==> config.mk <==
export PLATFORM = sky130hd
export DESIGN_NAME = spi_host_ctrl
export DESIGN_NICKNAME = d
export VERILOG_FILES = /design/src/rtl/spi_host_ctrl.sv
export SDC_FILE = /design/constraint.sdc
export NUM_CORES = 1
export LEC_CHECK = 0
export BUFFER_PORTS_ARGS = -buffer_cell sky130_fd_sc_hd__clkbuf_2
export CAP_MARGIN = 0
export CORE_ASPECT_RATIO = 1.1
export CORE_MARGIN = 2
export CORE_UTILIZATION = 33
export CTS_CLUSTER_SIZE = 8
export DETAILED_ROUTE_END_ITERATION = 10
export GPL_ROUTABILITY_DRIVEN = 0
export GPL_TIMING_DRIVEN = 0
export PLACE_DENSITY = 0.58
export REMOVE_ABC_BUFFERS = 1
export SYNTH_ARGS = -nofsm -noshare
export SYNTH_HDL_FRONTEND = slang
export SYNTH_SLANG_ARGS = --single-unit
==> constraint.sdc <==
create_clock -name sclk -period 6.4 [get_ports sclk]
set_input_delay 0.32 -clock sclk [delete_from_list [all_inputs] [get_ports sclk]]
set_output_delay 0.32 -clock sclk [all_outputs]
set_load 0.02 [all_outputs]
==> src/rtl/spi_host_ctrl.sv <==
// spi_host_ctrl
// Host-side SPI initiator for the PSEC5 configuration port.
// A command carries a start address and a byte count. The frame sent is the
// address byte, then the write bytes, LSB first. Readback bytes from miso are
// assembled into rd_data. The peripheral clock is gated off between frames so
// that the peripheral can detect the end of each frame.
//
// Optional build macro: SPI_HOST_CTRL_LOOPBACK_EN
//   Adds the input loopback_en. When it is high, the read shifter samples
//   mosi delayed by RD_LATENCY flops and ignores the miso pin.
//
// Ports
//   sclk, rstn        free-running bit clock; asynchronous active-low reset
//   cmd_valid/ready   command handshake. cmd_ready is high only in IDLE.
//   cmd_addr, cmd_len start address and data byte count (clamped to MAX_BYTES)
//   wr_data/_valid    next write byte
//   wr_data_ready     pulse: wr_data is consumed on this cycle
//   rd_data/_valid    assembled readback byte, one pulse per data byte
//   sclk_en           enable for the external clock gate
//   mosi, miso        serial pins
//   busy, frame_done  frame in progress; pulse on the last GAP cycle
//   wr_underflow      sticky: a write byte was missing (0x00 sent instead)
//
// Handshake: a command is taken on a rising edge with cmd_valid && cmd_ready.
// A write byte is taken on a rising edge with wr_data_ready high. If
// wr_data_valid is low on that edge, 0x00 is sent instead.
module spi_host_ctrl #(
    parameter  int MAX_BYTES  = 8,
    parameter  int RD_LATENCY = 1,
    parameter  int GAP_CYCLES = 4,
    localparam int LW         = $clog2(MAX_BYTES + 1)
) (
    input  logic          sclk,
    input  logic          rstn,
    input  logic          cmd_valid,
    output logic          cmd_ready,
    input  logic [7:0]    cmd_addr,
    input  logic [LW-1:0] cmd_len,
    input  logic [7:0]    wr_data,
    input  logic          wr_data_valid,
    output logic          wr_data_ready,
    output logic [7:0]    rd_data,
    output logic          rd_data_valid,
    output logic          sclk_en,
    output logic          mosi,
`ifdef SPI_HOST_CTRL_LOOPBACK_EN
    input  logic          loopback_en,
`endif
    input  logic          miso,
    output logic          busy,
    output logic          frame_done,
    output logic          wr_underflow
);

    // The counter spans the whole active part of a frame (ADDR+DATA+TAIL).
    // It is reused for GAP.
    localparam int CW = $clog2(8 * MAX_BYTES + RD_LATENCY + GAP_CYCLES + 9);

    typedef enum logic [2:0] {
        S_IDLE, S_ADDR, S_DATA, S_TAIL, S_GAP
    } state_t;

    state_t        state_q, state_d;
    logic [CW-1:0] cnt_q, cnt_d;
    logic [LW-1:0] len_q, len_d;
    logic [7:0]    tx_q, tx_d;
    logic [7:0]    rx_q, rx_d;
    logic [7:0]    rd_data_q, rd_data_d;
    logic          rd_valid_q, rd_valid_d;
    logic          uf_q, uf_d;

    logic [CW-1:0] data_last;    // count on the last cycle of DATA (or ADDR when len=0)
    logic [CW-1:0] active_last;  // count on the last cycle of TAIL
    logic [CW-1:0] cap_first;    // first count at which a read bit is sampled
    logic [2:0]    cap_bit;      // bit position of the read bit being sampled
    logic          shifting;     // ADDR or DATA: a real bit is on mosi
    logic          active;
    logic          miso_s;

    assign data_last   = CW'({len_q, 3'b111});
    assign active_last = data_last + CW'(RD_LATENCY);
    assign cap_first   = CW'(8 + RD_LATENCY);
    assign cap_bit     = cnt_q[2:0] - 3'(8 + RD_LATENCY);
    assign shifting    = (state_q == S_ADDR) || (state_q == S_DATA);
    assign active      = shifting || (state_q == S_TAIL);

    // The ADDR and DATA bytes line up with multiples of 8 on the counter.
    // This gives two things: the low 3 bits select the bit to send, and
    // cnt>>3 is the number of bytes already started.
    assign mosi          = shifting ? tx_q[cnt_q[2:0]] : 1'b0;
    assign wr_data_ready = shifting && (cnt_q[2:0] == 3'd7) && ((cnt_q >> 3) < CW'(len_q));
    assign sclk_en       = active;
    assign cmd_ready     = (state_q == S_IDLE);
    assign busy          = (state_q != S_IDLE);
    assign frame_done    = (state_q == S_GAP) && (cnt_q == CW'(GAP_CYCLES - 1));
    assign rd_data       = rd_data_q;
    assign rd_data_valid = rd_valid_q;
    assign wr_underflow  = uf_q;

`ifdef SPI_HOST_CTRL_LOOPBACK_EN
    localparam int LBW = RD_LATENCY;
    logic [LBW-1:0] lb_q, lb_d;

    // mosi delayed by RD_LATENCY cycles. This matches the timing of the
    // peripheral's serial_out path.
    always_comb begin
        lb_d = (lb_q << 1) | LBW'(mosi);
    end

    always_ff @(posedge sclk or negedge rstn) begin
        if (!rstn) lb_q <= '0;
        else       lb_q <= lb_d;
    end

    assign miso_s = loopback_en ? lb_q[LBW-1] : miso;
`else
    assign miso_s = miso;
`endif

    always_comb begin
        state_d    = state_q;
        cnt_d      = cnt_q;
        len_d      = len_q;
        tx_d       = tx_q;
        rx_d       = rx_q;
        rd_data_d  = rd_data_q;
        rd_valid_d = 1'b0;
        uf_d       = uf_q;

        case (state_q)
            S_IDLE: begin
                if (cmd_valid) begin
                    state_d = S_ADDR;
                    cnt_d   = '0;
                    len_d   = (cmd_len > LW'(MAX_BYTES)) ? LW'(MAX_BYTES) : cmd_len;
                    tx_d    = cmd_addr;
                    uf_d    = 1'b0;
                end
            end
            S_ADDR, S_DATA, S_TAIL: begin
                cnt_d = cnt_q + 1'b1;
                // Test active_last first: with RD_LATENCY=0 it is equal to data_last.
                if (cnt_q == active_last) begin
                    state_d = S_GAP;
                    cnt_d   = '0;
                end else if (cnt_q == data_last) begin
                    state_d = S_TAIL;
                end else if (cnt_q == CW'(7)) begin
                    state_d = S_DATA;
                end

                if (wr_data_ready) begin
                    tx_d = wr_data_valid ? wr_data : 8'h00;
                    if (!wr_data_valid) uf_d = 1'b1;
                end

                // Read bits arrive RD_LATENCY cycles after their launch slot.
                // For that reason, sampling continues through TAIL.
                if (cnt_q >= cap_first) begin
                    rx_d = {miso_s, rx_q[7:1]};
                    if (cap_bit == 3'd7) begin
                        rd_data_d  = rx_d;
                        rd_valid_d = 1'b1;
                    end
                end
            end
            S_GAP: begin
                cnt_d = cnt_q + 1'b1;
                if (frame_done) begin
                    state_d = S_IDLE;
                    cnt_d   = '0;
                end
            end
            default: state_d = S_IDLE;
        endcase
    end

    always_ff @(posedge sclk or negedge rstn) begin
        if (!rstn) begin
            state_q    <= S_IDLE;
            cnt_q      <= '0;
            len_q      <= '0;
            tx_q       <= '0;
            rx_q       <= '0;
            rd_data_q  <= '0;
            rd_valid_q <= 1'b0;
            uf_q       <= 1'b0;
        end else begin
            state_q    <= state_d;
            cnt_q      <= cnt_d;
            len_q      <= len_d;
            tx_q       <= tx_d;
            rx_q       <= rx_d;
            rd_data_q  <= rd_data_d;
            rd_valid_q <= rd_valid_d;
            uf_q       <= uf_d;
        end
    end

endmodule

=== After elaboration in Yosys (flattened, before gate mapping) ===
Cells that the tools add are included.

* Input bits: 25
* Register bits: 40
* Word-level logic and storage cells: 72
* Output and inout port bits: 16

* Reduce and logical (&&, ||, !) cells: 17
* Equality and inequality tests: 15
* Mux-type cells: 25
* $add $sub $neg: 3
* $lt $le $gt $ge: 4

{| class="wikitable"
|+ Operator list
! cell !! number
|-
| two-way mux 8 bit || 3
|-
| two-way mux 7 bit || 3
|-
| one-hot mux 7 bit (3 select lines) || 1
|-
| one-hot mux 8 bit (2 select lines) || 1
|-
| two-way mux 3 bit || 5
|-
| adder 7 x 1 -> 7 bit (second input constant) || 2
|-
| == test 7 bit || 2
|-
| == test 3 bit (second input constant) || 3
|-
| one-hot mux 3 bit (3 select lines) || 1
|-
| AND reduction 3 bit || 3
|-
| two-way mux 1 bit || 8
|-
| != test 2 bit (second input constant) || 4
|-
| == test 7 x 2 -> 1 bit (second input constant) || 1
|-
| == test 7 x 3 -> 1 bit (second input constant) || 1
|-
| >= comparator 7 x 4 -> 1 bit (second input constant) || 1
|-
| == test 3 x 2 -> 1 bit (second input constant) || 2
|-
| AND reduction 2 bit || 3
|-
| nonzero test 3 bit || 2
|-
| > comparator 4 bit (second input constant) || 1
|-
| < comparator 3 x 4 -> 1 bit (second input constant) || 1
|-
| < comparator 4 bit || 1
|-
| two-way mux 4 bit || 1
|-
| != test 4 bit (second input constant) || 1
|-
| AND reduction 4 bit || 1
|-
| 9 further kinds || 12
|}

=== Logic depth before layout (Yosys ltp) ===
Gate-level depths: netlist of run 1.

* Depth after elaboration: 6
* Mapped depth: 8
* Mapped depth without buffers: 7

=== Least setup slack after synthesis of run 1 ===
Ideal clock, no wire load.

* Path kind: flip-flop to flip-flop
* From: register cnt_q[3]
* To: register state_q[1]
* Library setup time: 121 ps
* Data arrival time: 1905 ps
* Data required time: 6279 ps
* Clock period less this slack: 2026 ps
* Cell stages (with the launch flop): 8
* Path buffers: 1
* Setup slack: 4374 ps
* Cells stage by stage: dfrtp_1 clkbuf_1 inv_1 ha_1 nor4b_1 nand3_1 a31o_1 o22a_1

* Word-level cells in the longest chain between the ends: 4
* Elaborated cells between the ends (all ways): 11
* Classes of those cells: eq/ne: 6; mux: 3; reduce/logical: 2

{| class="wikitable"
|+ RTL lines
! element !! line !! source
|-
| start, declared || 64 || <nowiki>logic [CW-1:0] cnt_q, cnt_d;</nowiki>
|-
| start signal, assigned || 190 || <nowiki>cnt_q <= cnt_d;</nowiki>
|-
| == test 7 bit / == test 7 x 2 -> 1 bit (equally long branches) || 146, 95 ||
|-
| two-way mux 3 bit / logical AND 1 bit (equally long branches) || 146, 95 ||
|-
| two-way mux 3 bit / != test 2 bit (equally long branches) || -- ||
|-
| one-hot mux 3 bit (3 select lines) / AND reduction 3 bit (equally long branches) || -- ||
|-
| end signal, assigned || 189 || <nowiki>state_q <= state_d;</nowiki>
|-
| end, declared || 63 || <nowiki>state_t state_q, state_d;</nowiki>
|}

Several ways; a longest one is shown, not always the timed one.
A chain may end at the register's enable or synchronous reset.

=== Worst setup path in the final report of run 1 ===
* From: register cnt_q[4]
* To: output port wr_data_ready

* Word-level cells in the longest chain between the ends: 2

{| class="wikitable"
|+ RTL lines
! element !! line !! source
|-
| < comparator 4 bit || 91 || <nowiki>assign wr_data_ready = shifting && (cnt_q[2:0] == 3'd7) && ((cnt_q >> 3) < CW'(len_q));</nowiki>
|-
| logical AND 1 bit || 91 ||
|-
| end, declared || 41 || <nowiki>output logic wr_data_ready,</nowiki>
|}

Every way passes these cells.

==> impl_metrics.toml, run 1 <==
[run_status]
outcome = "finished clean"

[clock_tree]
ctsHoldBuffers = 0
cts_made_buffers = 5
postCtsSetupRepairBufs = 0
clk_pin_slew_ns = 0.08
cts_resized = 0
clk_latency_ns = 0.29
cts_buffer_depth = 2
cts_max_level = 2
clockRootBuffer = "clkbuf_8"
tritoncts = "done"
clock_sinks = 39

[worst_setup_path]
crit_required_ns = 6.08
path_max_fanout = 8
cp-start-kind = "register"
r2r-end = "cnt_q[6]"
critPathKind = "register to output port"
rr_worst_depth = 6
critPathArrivalTime_ns = 2.13
cp_slowest_cell = "dfrtp_1"
cp_num_buf_inv = 1
rr_startpoint = "cnt_q[3]"
cp_top_family = "flip-flops"
crit_chain = "ha_1, nor2b_1, o21a_1, o21ai_0, nand3b_1, nor2_1, clkbuf_2"
end_kind = "output port"
critical_path.max_stage_delay_ns = 0.48
r2r_setup_slack_ns = 4.19

[floorplanning]
dieArea_sq_mm = 0.007486
die_h_um = 90.55
rows = 31
die_x_um = 82.68
initial_utilization_pct = 34.08
coreArea_sq_mm = 0.006594
ios = 41

[route]
finalWirelength_mm = 4.339
firstDrtPassIters = 5
vias = 1658
drc = 0
wl_per_cell_um = 13.07
vias_per_cell = 4.994
first_iter_violations = 68
ant_nets = 0

[final_layout]
diodes = 0
area_growth_pct = 16.98
stdcell_count = 332
nets = 284
drive_gt1_share_pct = 33.20

[place]
hpwl_mm = 3.152
pre_cts_ws_ns = 4.214
placed_cells = 324
placement.io_buffers = 40

[power_and_ir_drop]
combPwrFrac_pct = 50.5
power_density_mw_per_mm2 = 528.0
swShare_pct = 41.16
switchingPower_uw = 571.3
p_leak_uw = 0.001286
p_seq_share_pct = 34.3
intPower_uw = 816.7
p_clk_share_pct = 15.1
peakVddDrop_mv = 0.1959

[timing]
fin_crit_ns = 2.454
setup_ws_ns = 3.946
fin_crit_sh_pct = 38.35
setup-tns-final_ns = 0
slew_violations = 0
setup_viol = 0
skew_ns = 0.005124
rsz0062_at_grt = "no"
slew_headroom_pct = 33.47
fmax_ghz = 0.4075
finalHoldViolCount = 0
worstMarginPinSlew_ns = 0.9980

[synthesis]
synthFlopType = "dfrtp_1"
synth-edff-count = 0
synth_area_per_cell_sq_um = 10.75
synth_cell_types = 55
ys.warnings.count = 0
synth_top_area_cell = "dfrtp_1"
syn-cell-area_sq_mm = 0.002247
synthTopCellsByArea = "dfrtp_1, mux2_2, ha_1"
yosysTopAreaCellShare_pct = 43.43
async_flop_share_pct = 100.0
synth-seq-cells = 39
postSynthCellCount = 209
ys_seq_area_share_pct = 43.43

[hold_path]
min_path_type = "input port to async pin"

[global_route]
gr-usage-all-layers_pct = 12.85
overflow = 0
grt_max_degree = 40
grt_pass1_vias = 1653
antenna_found_initial = 0
grt_pass1_wl_mm = 7.583

[job]
drv_cap = 0
[worst max-delay path by stage]
stage | startpoint | cells past startpoint | slack, ns | end
after floorplan | cnt_q[4] | 6 | 4.41 | wr_data_ready
after global placement | cnt_q[3] | 6 | 4.21 | state_q[1]
after detailed placement | cnt_q[3] | 6 | 4.21 | cnt_q[5]
after CTS | cnt_q[4] | 7 | 3.94 | wr_data_ready
after global routing | cnt_q[4] | 7 | 3.81 | wr_data_ready
final | cnt_q[4] | 7 | 3.95 | wr_data_ready
[cells by family (layout without fill, tap and decap cells)]
group	Yosys count	after routing	synth area share (%)
muxes	28	28	16.43
buffers and inverters	18	59	3.341
xor gates and xnor gates	7	7	2.728
AOI/OAI and AO/OA	30	30	9.968
and+or+nand+nor	77	77	18.54
adders and majority gates	10	10	5.568
DFF	39	39	43.43
[layout make-up]
class / instances / area [sq um]
fillers: 665 / 3965
multi-input cells: 152 / 1196
flip-flops and latches: 39 / 975.9
repair buffers: 40 / 200.2
well taps: 82 / 102.6
clock buffers: 5 / 68.82
clock inverters: 3 / 43.79
inverters: 11 / 41.29
[synthesized netlist by cell type, types with 2 or more instances]
library cell,n
ha_1,10
nand2b_1,4
o311ai_1,2
xor2_1,4
nor2b_1,3
buf_2,2
a21oi_1,3
and3_1,2
mux2_4,8
a22o_1,2
mux2_2,16
nor2_1,8
dfrtp_1,39
nand3_1,14
o21ai_0,8
clkbuf_1,3
nand2_1,30
nand4_1,2
mux2i_1,2
xnor2_1,3
inv_1,10
[metrics by stage]
| step | util, % | power, uW | hold WS [ns] | area, sq um |
|---|---|---|---|---|
| floorplan | - | 1017 | 0.02441 | 2213 |
| global placement | 38.16 | 1181 | 0.4655 | 2516 |
| detailed placement | 38.16 | 1194 | 0.4652 | 2516 |
| CTS | 39.87 | 1410 | 0.2142 | 2629 |
| global route | 39.87 | 1514 | 0.2555 | 2629 |
| finish | 39.87 | 1388 | 0.1663 | 2629 |
[state kept, by name, summed over array words and instances (netlist names)]
name	count
rd_data	8
tx_q	8
cnt_q	7
rx_q	7
len_q	4
state_q	3
rd_data_valid	1
wr_underflow	1
[placed cells by master, fill, tap and decap left out, types with 3 or more instances in the layout]
| cell | synthesis | final |
|---|---|---|
| a21oi_1 | 3 | 3 |
| clkbuf_2 | 1 | 40 |
| clkbuf_8 | 0 | 5 |
| dfrtp_1 | 39 | 39 |
| ha_1 | 10 | 10 |
| inv_1 | 10 | 10 |
| mux2_2 | 16 | 16 |
| mux2_4 | 8 | 8 |
| nand2_1 | 30 | 30 |
| nand2b_1 | 4 | 4 |
| nand3_1 | 14 | 14 |
| nor2_1 | 8 | 8 |
| nor2b_1 | 3 | 3 |
| o21ai_0 | 8 | 8 |
| xnor2_1 | 3 | 3 |
| xor2_1 | 4 | 4 |
[power by group through the flow]
stage,registers [uW],clock network (uW),logic (uW)
4_1_cts,479,216,715
6_report,477,210,701
3_3_place_gp,481,0,699
3_5_place_dp,484,0,710
5_1_grt,500,227,787
2_1_floorplan,489,0,527
[metal layers]
layer  wire length, um  track usage [%]  vias to the layer above
met2              2123            20.63                       40
li1                  -                -                      824
met4                63            3.962                        0
met1              1970            16.88                      788
met5                 0                0                        -
met3               182            3.100                        6
Power figures use the tool's default switching activity.
==> inputs of run 2 (changes only) <==
ABC_AREA = 1   (was default)
clock period = 2.35 ns   (was 6.4 ns; I/O delays follow)
==> run 2 against run 1 <==
  * The run now ends with negative hold slack left
  * Routed wire length rose by 11%
  * Power rose by 97%
  * Combinational power rose by 80%
  * Cell area rose by 0.95%
  * Clock power rose by 120%
  * Core utilization fell by 0.089 points
  * Via count rose by 19%
  * Sequential share of layout area fell by 0.35 points
==> impl_metrics.toml, run 2 <==
[final_layout]
utilization_pct = 39.78
layout_common_cells = "nand2_1, clkbuf_2, dfrtp_1, inv_1, o21ai_0"
area_growth_pct = 15.71
drive_gt1_share_pct = 22.12
final_common_cell = "nand2_1"
diodes = 0
nets = 373
stdcell_count = 421

[timing]
fin_crit_ns = 2.066
slew_violations = 0
fmax_ghz = 0.4841
rsz0062_at_grt = "no"
fin_crit_sh_pct = 87.91
setup-tns-final_ns = 0
setup_ws_ns = 0.2842
setup_viol = 0
slew_headroom_pct = 35.31
worstMarginPinSlew_ns = 0.9703
skew_ns = 0.008264
finalHoldViolCount = 39
holdWs_ns = -0.03505

[synthesis]
synth_area_per_cell_sq_um = 7.748
synth_most_common_cell = "nand2_1"
syn-cell-area_sq_mm = 0.002293
ys.warnings.count = 0
postSynthCellCount = 296
synth-edff-count = 0
synth_cell_types = 29
synthTopCellsByArea = "dfrtp_1, nand2_1, inv_1"
synthFlopType = "dfrtp_1"
ys_top_cells_by_count = "nand2_1, dfrtp_1, inv_1, o21ai_0, nand3_1"
synth-seq-cells = 39
ys_seq_area_share_pct = 42.55
async_flop_share_pct = 100.0
yosysTopAreaCellShare_pct = 42.55
synth_top_area_cell = "dfrtp_1"

[clock_tree]
clockRootBuffer = "clkbuf_8"
clk_pin_slew_ns = 0.08
tritoncts = "done"
postCtsSetupRepairBufs = 0
clk_latency_ns = 0.29
cts_resized = 0
cts_buffer_depth = 2
cts_max_level = 2
clock_sinks = 39
ctsHoldBuffers = 0
cts_made_buffers = 5

[power_and_ir_drop]
peakVddDrop_mv = 0.4079
p_leak_uw = 0.001443
power_density_mw_per_mm2 = 1030
switchingPower_uw = 1228
swShare_pct = 44.93
p_clk_share_pct = 17.2
combPwrFrac_pct = 46.0
intPower_uw = 1505
p_seq_share_pct = 36.8

[route]
vias_per_cell = 4.705
ant_nets = 0
firstDrtPassIters = 5
top_layer = "met4"
first_iter_violations = 84
wl_met1_mm = 2.183
wl_per_cell_um = 11.39
dr_wl_met3_um = 151
finalWirelength_mm = 4.795
vias = 1981
met2_length_mm = 2.341
drc = 0

[global_route]
grt_max_degree = 40
overflow = 0
antenna_found_initial = 0
grt_pass1_wl_mm = 8.604
gr-usage-all-layers_pct = 13.68
grt_pass1_vias = 1899

[worst_setup_path]
critical_path.max_stage_delay_ns = 0.48
path_max_fanout = 16
cp-start-kind = "register"
cp_top_family = "simple AND/OR/NAND/NOR gates"
critPathKind = "register to register"
crit_required_ns = 2.52
crit_chain = "clkinv_1, ha_1, xor2_1, nand4_2, nand2_1, o21ai_2"
end_kind = "register"
critPathArrivalTime_ns = 2.24
cp_num_buf_inv = 1
cp_slowest_cell = "dfrtp_1"

[floorplanning]
die_h_um = 91.44
dieArea_sq_mm = 0.007633
ios = 41
die_x_um = 83.49
coreArea_sq_mm = 0.006671
rows = 31
initial_utilization_pct = 34.38

[place]
hpwl_mm = 3.630
placement.io_buffers = 40
pre_cts_ws_ns = 0.3029
placed_cells = 413

[job]
drv_cap = 0

[run_status]
outcome = "finished, violations left"
failed_checks = "negative hold slack"

[hold_path]
min_path_type = "input port to async pin"
==> run 2: cell count changes in the layout (fill, tap and decap cells not counted), sizes merged, moves of 3 or more <==
cell | before | now
nand2b | 4 | 0
xnor2 | 3 | 0
a21oi | 4 | 9
mux2 | 24 | 0
o21ai | 8 | 36
nor2b | 3 | 0
nand2 | 31 | 100
nor2 | 10 | 18
xor2 | 4 | 1
inv | 10 | 41
nand3 | 15 | 25
==> run 2: logic make-up (layout without fill, tap and decap cells) <==
kind of cell / count (synthesis) / after routing / share of synthesized area, %
and+or+nand+nor: 151 / 151 / 30.55
adders and majority gates: 10 / 10 / 5.456
xor gates and xnor gates: 1 / 1 / 0.3820
DFF: 39 / 39 / 42.55
buffers and inverters: 47 / 90 / 8.565
AOI/OAI and AO/OA: 48 / 48 / 12.49
==> run 2: power groups by stage <==
stage          Sequential, uW  Clock (uW)  Combinational (uW)
6_report                 1010         470                1260
5_1_grt                  1040         510                1460
4_1_cts                  1010         487                1280
3_5_place_dp             1020           0                1270
3_3_place_gp             1020           0                1250
2_1_floorplan            1020           0                 930
==> run 2: final cells by class <==
cell class              instances  area (sq um)
clock buffers                   5         68.82
clock inverters                 3         25.02
fillers                       728          4018
inverters                      42         160.2
multi-input cells             210          1121
flip-flops and latches         39         975.9
well taps                      82         102.6
repair buffers                 40         200.2
==> run 2: stage by stage <==
stage                     power, uW  area (sq um)
after global routing           3006          2654
after CTS                      2773          2654
final                          2733          2654
after floorplan                1955          2257
after detailed placement       2288          2560
after global placement         2270          2560
==> run 2: path summary, 6_finish.rpt <==
kind | from | end | slack, ns | cells after the start
setup / recovery | cnt_q[0] | rd_data[7] | 0.28 | 6
hold / removal | rstn | len_q[2] | -0.04 | 1
setup reg to reg | cnt_q[0] | rd_data[7] | 0.28 | 6
hold reg to reg | rx_q[1] | rd_data[0] | 0.48 | 2
max in group asynchronous | rstn | cnt_q[0] | 1.79 | 1
min in group sclk | cmd_len[0] | len_q[0] | 0.02 | 3
==> run 2: layer usage <==
layer / global-route usage (%) / up-vias
li1: - / 1024
met1: 17.10 / 923
met2: 22.98 / 25
met3: 3.091 / 9
met4: 5.242 / 0
met5: 0 / -
